[src/rtl/keypad_scan_ctrl.sv]
// keypad_scan_ctrl: 4x4 matrix keypad scanner.
// Strobes columns (active-low), samples the row lines through a 2-flop
// synchronizer, debounces press and release, and encodes each accepted key
// as col_idx*4 + row_idx. Events are queued in a small FIFO that is read
// through a valid/ready handshake.
// Optional feature: define KEYSCAN_AUTOREPEAT_EN to re-enqueue a held key
// every REPEAT_TICKS scan ticks.
module keypad_scan_ctrl #(
  parameter int unsigned CLK_DIV        = 50,
  parameter int unsigned DEBOUNCE_TICKS = 20,
  parameter int unsigned FIFO_DEPTH     = 4
`ifdef KEYSCAN_AUTOREPEAT_EN
  ,
  parameter int unsigned REPEAT_TICKS   = 200
`endif
) (
  input  logic       clk,
  input  logic       reset,
  input  logic [3:0] row,
  output logic [3:0] col,
  output logic       key_valid,
  output logic [3:0] key_code,
  input  logic       key_ready,
  output logic       overflow
);

  localparam int unsigned AW = $clog2(FIFO_DEPTH);
  localparam logic [AW:0] FULL_CNT  = (AW+1)'(FIFO_DEPTH);
  localparam logic [15:0] DIV_LAST  = 16'(CLK_DIV - 1);
  localparam logic [7:0]  DB_LIMIT  = 8'(DEBOUNCE_TICKS);
`ifdef KEYSCAN_AUTOREPEAT_EN
  localparam logic [15:0] REP_LIMIT = 16'(REPEAT_TICKS);
`endif

  typedef enum logic [2:0] {
    IDLE,
    SCAN,
    DEBOUNCE,
    PUSH,
    HOLD
  } state_t;

  // ---------------------------------------------------------------------
  // Row synchronizer and scan prescaler
  // ---------------------------------------------------------------------
  logic [3:0]  row_m;
  logic [3:0]  row_s;
  logic [15:0] presc;
  logic        tick;

  // Two-flop synchronizer for the asynchronous row lines (idle level is high).
  always_ff @(posedge clk or posedge reset) begin
    if (reset) begin
      row_m <= '1;
      row_s <= '1;
    end else begin
      row_m <= row;
      row_s <= row_m;
    end
  end

  // Prescaler producing one scan tick every CLK_DIV clocks.
  always_ff @(posedge clk or posedge reset) begin
    if (reset) begin
      presc <= '0;
    end else if (presc == DIV_LAST) begin
      presc <= '0;
    end else begin
      presc <= presc + 16'd1;
    end
  end

  assign tick = (presc == DIV_LAST);

  // ---------------------------------------------------------------------
  // Scan / debounce FSM
  // ---------------------------------------------------------------------
  state_t     state, state_d;
  logic [1:0] idx, idx_d;
  logic [1:0] idx_inc;
  logic [3:0] col_q, col_d;
  logic [3:0] cap_row, cap_row_d;
  logic [1:0] cap_col, cap_col_d;
  logic [7:0] db_cnt, db_cnt_d, db_next;
  logic [7:0] rel_cnt, rel_cnt_d, rel_next;
  logic       push;
  logic [3:0] push_code;
`ifdef KEYSCAN_AUTOREPEAT_EN
  logic [15:0] rep_cnt, rep_cnt_d, rep_next;
`endif

  // Lowest-indexed low row wins when several rows are pressed together.
  function automatic logic [1:0] low_row(input logic [3:0] r);
    logic [1:0] res;
    res = 2'd0;
    if (!r[0])      res = 2'd0;
    else if (!r[1]) res = 2'd1;
    else if (!r[2]) res = 2'd2;
    else if (!r[3]) res = 2'd3;
    return res;
  endfunction

  assign push_code = {cap_col, low_row(cap_row)};
  assign idx_inc   = idx + 2'd1;
  assign db_next   = db_cnt + 8'd1;
  assign rel_next  = rel_cnt + 8'd1;
`ifdef KEYSCAN_AUTOREPEAT_EN
  assign rep_next  = rep_cnt + 16'd1;
`endif

  // FSM state and datapath registers.
  always_ff @(posedge clk or posedge reset) begin
    if (reset) begin
      state   <= IDLE;
      idx     <= '0;
      col_q   <= '0;
      cap_row <= '1;
      cap_col <= '0;
      db_cnt  <= '0;
      rel_cnt <= '0;
`ifdef KEYSCAN_AUTOREPEAT_EN
      rep_cnt <= '0;
`endif
    end else begin
      state   <= state_d;
      idx     <= idx_d;
      col_q   <= col_d;
      cap_row <= cap_row_d;
      cap_col <= cap_col_d;
      db_cnt  <= db_cnt_d;
      rel_cnt <= rel_cnt_d;
`ifdef KEYSCAN_AUTOREPEAT_EN
      rep_cnt <= rep_cnt_d;
`endif
    end
  end

  // Next-state logic; every transition except PUSH is gated by the scan tick.
  always_comb begin
    state_d   = state;
    idx_d     = idx;
    col_d     = col_q;
    cap_row_d = cap_row;
    cap_col_d = cap_col;
    db_cnt_d  = db_cnt;
    rel_cnt_d = rel_cnt;
    push      = 1'b0;
`ifdef KEYSCAN_AUTOREPEAT_EN
    rep_cnt_d = rep_cnt;
`endif
    case (state)
      IDLE: begin
        col_d = '0;
        if (tick && row_s != 4'b1111) begin
          state_d = SCAN;
          idx_d   = 2'd0;
          col_d   = 4'b1110;
        end
      end
      SCAN: begin
        if (tick) begin
          if (row_s != 4'b1111) begin
            cap_row_d = row_s;
            cap_col_d = idx;
            db_cnt_d  = '0;
            state_d   = DEBOUNCE;
          end else if (idx == 2'd3) begin
            state_d = IDLE;
            col_d   = '0;
          end else begin
            idx_d = idx_inc;
            col_d = ~(4'b0001 << idx_inc);
          end
        end
      end
      DEBOUNCE: begin
        if (tick) begin
          if (row_s == cap_row) begin
            db_cnt_d = db_next;
            if (db_next == DB_LIMIT) begin
              state_d = PUSH;
            end
          end else begin
            state_d = IDLE;
            col_d   = '0;
          end
        end
      end
      PUSH: begin
        push      = 1'b1;
        rel_cnt_d = '0;
        state_d   = HOLD;
`ifdef KEYSCAN_AUTOREPEAT_EN
        rep_cnt_d = '0;
`endif
      end
      HOLD: begin
        if (tick) begin
          if (row_s == 4'b1111) begin
            rel_cnt_d = rel_next;
            if (rel_next == DB_LIMIT) begin
              state_d = IDLE;
              col_d   = '0;
            end
          end else begin
            rel_cnt_d = '0;
          end
        end
`ifdef KEYSCAN_AUTOREPEAT_EN
        // Repeat counter is cleared on any cycle the rows differ from the
        // captured pattern, not only on ticks, so short glitches reset it.
        if (row_s != cap_row) begin
          rep_cnt_d = '0;
        end else if (tick) begin
          if (rep_next == REP_LIMIT) begin
            push      = 1'b1;
            rep_cnt_d = '0;
          end else begin
            rep_cnt_d = rep_next;
          end
        end
`endif
      end
      default: begin
        state_d = IDLE;
        col_d   = '0;
      end
    endcase
  end

  assign col = col_q;

  // ---------------------------------------------------------------------
  // Key event FIFO
  // ---------------------------------------------------------------------
  logic [3:0]    mem [FIFO_DEPTH];
  logic [AW-1:0] wr_ptr, rd_ptr;
  logic [AW:0]   count;
  logic          full, pop, do_push;

  assign full    = (count == FULL_CNT);
  assign pop     = key_valid & key_ready;
  assign do_push = push & (~full | pop);

  // FIFO storage, pointers, occupancy and sticky overflow flag.
  always_ff @(posedge clk or posedge reset) begin
    if (reset) begin
      for (int unsigned i = 0; i < FIFO_DEPTH; i++) begin
        mem[i] <= '0;
      end
      wr_ptr   <= '0;
      rd_ptr   <= '0;
      count    <= '0;
      overflow <= 1'b0;
    end else begin
      if (do_push) begin
        mem[wr_ptr] <= push_code;
        wr_ptr      <= wr_ptr + 1'b1;
      end
      if (pop) begin
        rd_ptr <= rd_ptr + 1'b1;
      end
      case ({do_push, pop})
        2'b10:   count <= count + 1'b1;
        2'b01:   count <= count - 1'b1;
        default: count <= count;
      endcase
      if (push && full && !pop) begin
        overflow <= 1'b1;
      end
    end
  end

  assign key_valid = (count != '0);
  assign key_code  = mem[rd_ptr];

endmodule

[config.mk]
export PLATFORM = sky130hd
export DESIGN_NAME = keypad_scan_ctrl
export DESIGN_NICKNAME = d
export VERILOG_FILES = /design/src/rtl/keypad_scan_ctrl.sv
export SDC_FILE = /design/constraint.sdc
export NUM_CORES = 1
export LEC_CHECK = 0
export CAP_MARGIN = 20
export CORE_ASPECT_RATIO = 0.5
export CORE_MARGIN = 2
export CORE_UTILIZATION = 52
export CTS_BUF_LIST = sky130_fd_sc_hd__clkbuf_16
export DETAILED_ROUTE_END_ITERATION = 16
export HOLD_SLACK_MARGIN = 0.1
export PLACE_DENSITY = 0.78
export SLEW_MARGIN = 20
export SYNTH_ARGS = -nofsm -noshare
export SYNTH_HDL_FRONTEND = slang
export SYNTH_SLANG_ARGS = --single-unit
[constraint.sdc]
create_clock -name clk -period 3.2 [get_ports clk]
set_input_delay 0.64 -clock clk [delete_from_list [all_inputs] [get_ports clk]]
set_output_delay 0.64 -clock clk [all_outputs]
set_load 0.01 [all_outputs]
Word-level counts from Yosys, hierarchy flattened
Index checks and enable logic that the tools add are counted.

cells by class
  shifts and indexed selects = 1
  magnitude comparators = 3
  reductions and logical operators = 17
  multiply operators = 0
  mux-type cells = 47
  equal/unequal tests = 27
  div/mod/pow operators = 0
  add/sub/neg operators = 8
  bitwise gates (word level) = 8

operators with widths
  operator                 count
  $mux W4                  12
  $mux W8                  6
  $pmux W8 S2              2
  $mux W3                  10
  $ne A2 B2 Y1 const B     11
  $pmux W4 S5              1
  $add A16 B1 Y16 const B  1
  $add A8 B1 Y8 const B    2
  $bwmux W16               1
  $eq A16 B6 Y1 const B    1
  $eq A8 B5 Y1 const B     2
  $mux W16                 1
  $mux W2                  8
  $reduce_and A8 Y1        2
  $pmux W3 S5              1
  $reduce_and A5 Y1        2
  $bmux W4 S2              1
  $demux W4 S2             1
  $reduce_bool A2 Y1       4
  $add A2 B1 Y2 const B    3
  $eq A3 B2 Y1 const B     2
  $eq A3 B3 Y1 const B     2
  $ge A3 B3 Y1 const B     2
  $ne A3 B3 Y1 const B     2
  24 further kinds         31

storage, ports and cells
  flip-flop bits (word level) = 79
  RAM bits = 0
  bits of input ports = 7
  ROM bits = 0
  word-level logic and storage cells = 129
  output and inout bits = 10
  memories = 0
  bits in latches = 0

Logic depth before layout (Yosys ltp)
  word-level depth = 7
  depth in mapped cells = 10
  gate-level depth less buffers = 9

Worst setup path after synthesis
No wires, ideal clock.

  path type = input port to flip-flop
  start = input port key_ready
  end = register count[2]
  slack = 0.965 ns
  path buffers = 0
  library setup time = 0.079 ns
  data arrival time = 2.156 ns
  stages = 9
  required time = 3.121 ns
  path through = nor4b_1 -> nor2_1 -> inv_1 -> ha_1 -> inv_1 -> fa_1 -> xor2_1 -> nor2_1 -> xor2_1

between the ends
  longest elaborated chain between the ends = 5
  elaborated cells between the ends (all ways) = 7
  those cells by class = eq/ne (2); mux (1); bitwise (3); reduce/logical (1)

ends and longest elaborated chain
  element                                            line  source
  start, declared                                    23    input logic key_ready,
  $and A1 B1 Y1 (*)                                  242   assign pop = key_valid & key_ready;
  $or A1 B1 Y1                                       243   assign do_push = push & (~full | pop);
  $and A1 B1 Y1                                      243
  $eq A2 B1 Y1 or $eq A2 B2 Y1 (tied branches)       263   case ({do_push, pop})
  $pmux W3 S2 or $reduce_bool A2 Y1 (tied branches)  n/a
  end signal, assigned                               264   2'b10: count <= count + 1'b1;
  end signal, assigned                               265   2'b01: count <= count - 1'b1;
  end signal, assigned                               266   default: count <= count;
  end, declared                                      238   logic [AW:0] count;

Mark *: on every way between the ends. The rest lies on a longest branch, timed or not.
A chain may end at the register's enable or synchronous reset.

Final worst setup path
  start = register presc[1]
  end = register db_cnt[2]

between the ends
  longest elaborated chain between the ends = 3
  elaborated cells between the ends (all ways) = 4
  those cells by class = eq/ne (3); reduce/logical (1)

ends and longest elaborated chain
  element                                 line  source
  start, declared                         48    logic [15:0] presc;
  start signal, assigned                  69    presc <= presc + 16'd1;
  $eq A16 B6 Y1 (*)                       73    assign tick = (presc == DIV_LAST);
  $ne A2 B2 Y1 (no source line)           n/a
  $reduce_and A5 Y1 (no source line) (*)  n/a
  end signal, assigned                    130   db_cnt <= db_cnt_d;
  end, declared                           84    logic [7:0] db_cnt, db_cnt_d, db_next;

Marked as above.

==> impl_results.md <==
- Status: finished clean
- Final Hold Vio Count: 0
- Achievable Freq: 0.377 GHz
- Nets@finish: 385
- Clk_skew: 0.00649 ns
- Cts hold-fix bufs: 0
- Area post-placement: 0.00412 mm²
- Warnings from Yosys: 0
- CTS tree: yes
- Slew @ Worst Pin: 0.736 ns
- Worst skew pair latency: 0.34 ns
- Design area: 0.00440 mm²
- CP max FO: 12
- Slew Viols, Final: 0
- DR DRC count: 0
- Root buffer cell: clkbuf_16
- CTS Buf Count: 9
- Layout fillers: 577
- Number of global-route vias before repair: 2613
- Synth top area cells: dfrtp_1 43%, dfstp_2 8.1%, mux2_2 6.7%
- Final setup vio count: 0
- Diode count: 0
- Met3 Track Usage GR: 0.0546
- Met1 usage: 0.236
- Max stage delay on crit path: 0.65 ns
- DIE AREA: 0.00822 mm²
- Hpwl dp: 4.97 mm
- Critical-path cell list: inv_1 -> ha_1 -> nor3b_1 -> nand4_2 -> or3_1 -> and2_1 -> o21ai_1 -> o31ai_1
- Area of the mapped netlist: 0.00388 mm²
- Top cells by count, synth: 67 x dfrtp_1, 27 x nor2_1, 27 x o21ai_0, 23 x mux2_2, 23 x nand2_1
- Area growth from synthesis to layout: 13.4%
- Slew margin rel.: 0.509
- Post-synth EDFFs: 0
- Pwr per Cell Area: 510 mW/mm²
- GR Layer Usage met2: 0.320
- Initial antenna violation count: 0
- Hold Crit Class: flop to flop
- Setup crit end kind: flop
- Pleak: 1.96 nW
- Largest net degree at the start of global routing: 46
- Die span in y: 65.1 µm
- Placement Rows: 22
- # port buffers: 16
- Core area: 0.00729 mm²
- Count leader, synth: dfrtp_1
- Tmin final: 2.65 ns
- Required @ worst endpoint: 3.42 ns
- Sequential-to-total area share from yosys stat: 0.513
- Final Instance Count excl. Fillers: 465
- Starting Density: 0.532
- Global routing's busiest layer: met2
- Syn Area/Cell: 11.2 µm²
- Critical path type: flop to flop
- Async SR Flop Fraction: 1.00
- Total congestion overflow: 0
- Post-CTS setup repair buffer count: 0
- Peak VDD IR: 0.000302 V
- Post-Route WL: 7.11 mm
- Clock-pin slew on the worst setup and hold paths: 0.06 ns
- Clock sinks: 79
- #FFs+latches synth: 79
- Post-route ant nets: 0
- IO Count: 17
- Cells after synthesis: 347
- Power Total: 2.25 mW
- Storage cell area: 0.00199 mm²
- Drt wl/cell: 15.3 µm
- Setup_tns: 0 ns
- Iteration-0 DRC Markers: 166
- Max cap viols: 0
- H-Tree Depth: 3
- Vias per std cell: 5.69
- First-pass iteration count of the detailed router: 4
- Multi-input logic area: 0.00177 mm²
- First-pass GRT wire length: 12.2 mm
- Layout cells sized above 1: 0.163
- Yosys cell types: 51
- RSZ-0062 raised after global routing: false
- Die Span X: 126 µm
- Largest area contributor in the netlist: dfrtp_1
- Share of the synthesized area in the top cell type: 0.432
- CP arrival: 2.87 ns
- Placed Instances: 449
- # resized after CTS: 0
- RePlAce Congestion: 0.812
- Clk buf depth: 2
- Startpoint types: flop
- Vias: 2647
- Slowest-stage cell, CP: or3_1
- GRT Util Overall: 0.189
- Main synth FF type: dfrtp_1
- Final period utilization: 0.828
- Syn Nets: 368
[through the flow]
stage | hold slack (ns) | worst slack, ns | util
floorplan | 0.345 | 0.556 | -
global placement | 0.347 | 0.459 | 0.565
detailed placement | 0.347 | 0.323 | 0.565
CTS | 0.356 | 0.592 | 0.604
global route | 0.361 | 0.311 | 0.604
finish | 0.354 | 0.549 | 0.604
[critical path, delay by kind of cell (launching register included)]
family | cells | cell delay (ns)
flops | 1 | 0.41
fa+ha+maj | 1 | 0.13
buf+inv | 1 | 0.07
simple gates | 4 | 1.61
compound gates | 2 | 0.30
[kinds of logic (layout without fill, tap and decap cells)]
logic type	after synthesis	in the layout	share of synthesized area
compound gates	55	55	0.0825
xor+xnor	26	26	0.0587
fa+ha+maj	14	14	0.0471
buf+inv	27	49	0.0313
flops	79	79	0.513
mux	30	30	0.0976
simple gates	116	116	0.170
[cell usage in the layout (no fill, tap or decap), types with 13 or more instances in the layout]
cell and n:
ha_1 13, clkdlybuf4s50_1 16, xnor2_1 22, nand2_1 23
nand3_1 15, mux2_2 23, nor2_1 27, dfrtp_1 67
o21ai_0 27, inv_1 17
[path summary, 6_finish.rpt]
path	from	end	slack (ns)	depth (start not counted)
max	presc[1]	db_cnt[2]	0.55	8
min	row_m[1]	row_s[1]	0.35	0
max reg2reg	presc[1]	db_cnt[2]	0.55	8
min reg2reg	row_m[1]	row_s[1]	0.35	0
max in group asynchronous	reset	cap_row[3]	1.70	3
min in group asynchronous	reset	count[2]	0.75	2
[power breakdown]
group          internal (mW)  total [mW]  switching, mW
Combinational         0.0932       0.175         0.0818
Clock                  0.590       0.971          0.382
Sequential              1.04        1.10         0.0563
[flip-flops by register name (all words and copies together), names as in the netlist, 4 cells and up]
| name | flops |
|---|---|
| col | 4 |
| rel_cnt | 8 |
| mem | 16 |
| db_cnt | 8 |
| row_s | 4 |
| row_m | 4 |
| cap_row | 4 |
| presc | 16 |
[area by class of cell]
| class | instances | area share |
|---|---|---|
| repair buffers | 17 | 0.0409 |
| well taps | 96 | 0.0273 |
| inverters | 16 | 0.0136 |
| multi-input cells | 241 | 0.402 |
| clock buffers | 9 | 0.0512 |
| flip-flops and latches | 79 | 0.452 |
| clock inverters | 7 | 0.0128 |
[per-layer routing]
layer,vias to the layer above,part of all wire
li1,1256,-
met1,1326,0.46
met2,51,0.49
met3,14,0.035
met4,0,0.016
met5,-,0
Power figures use the tool's default switching activity.
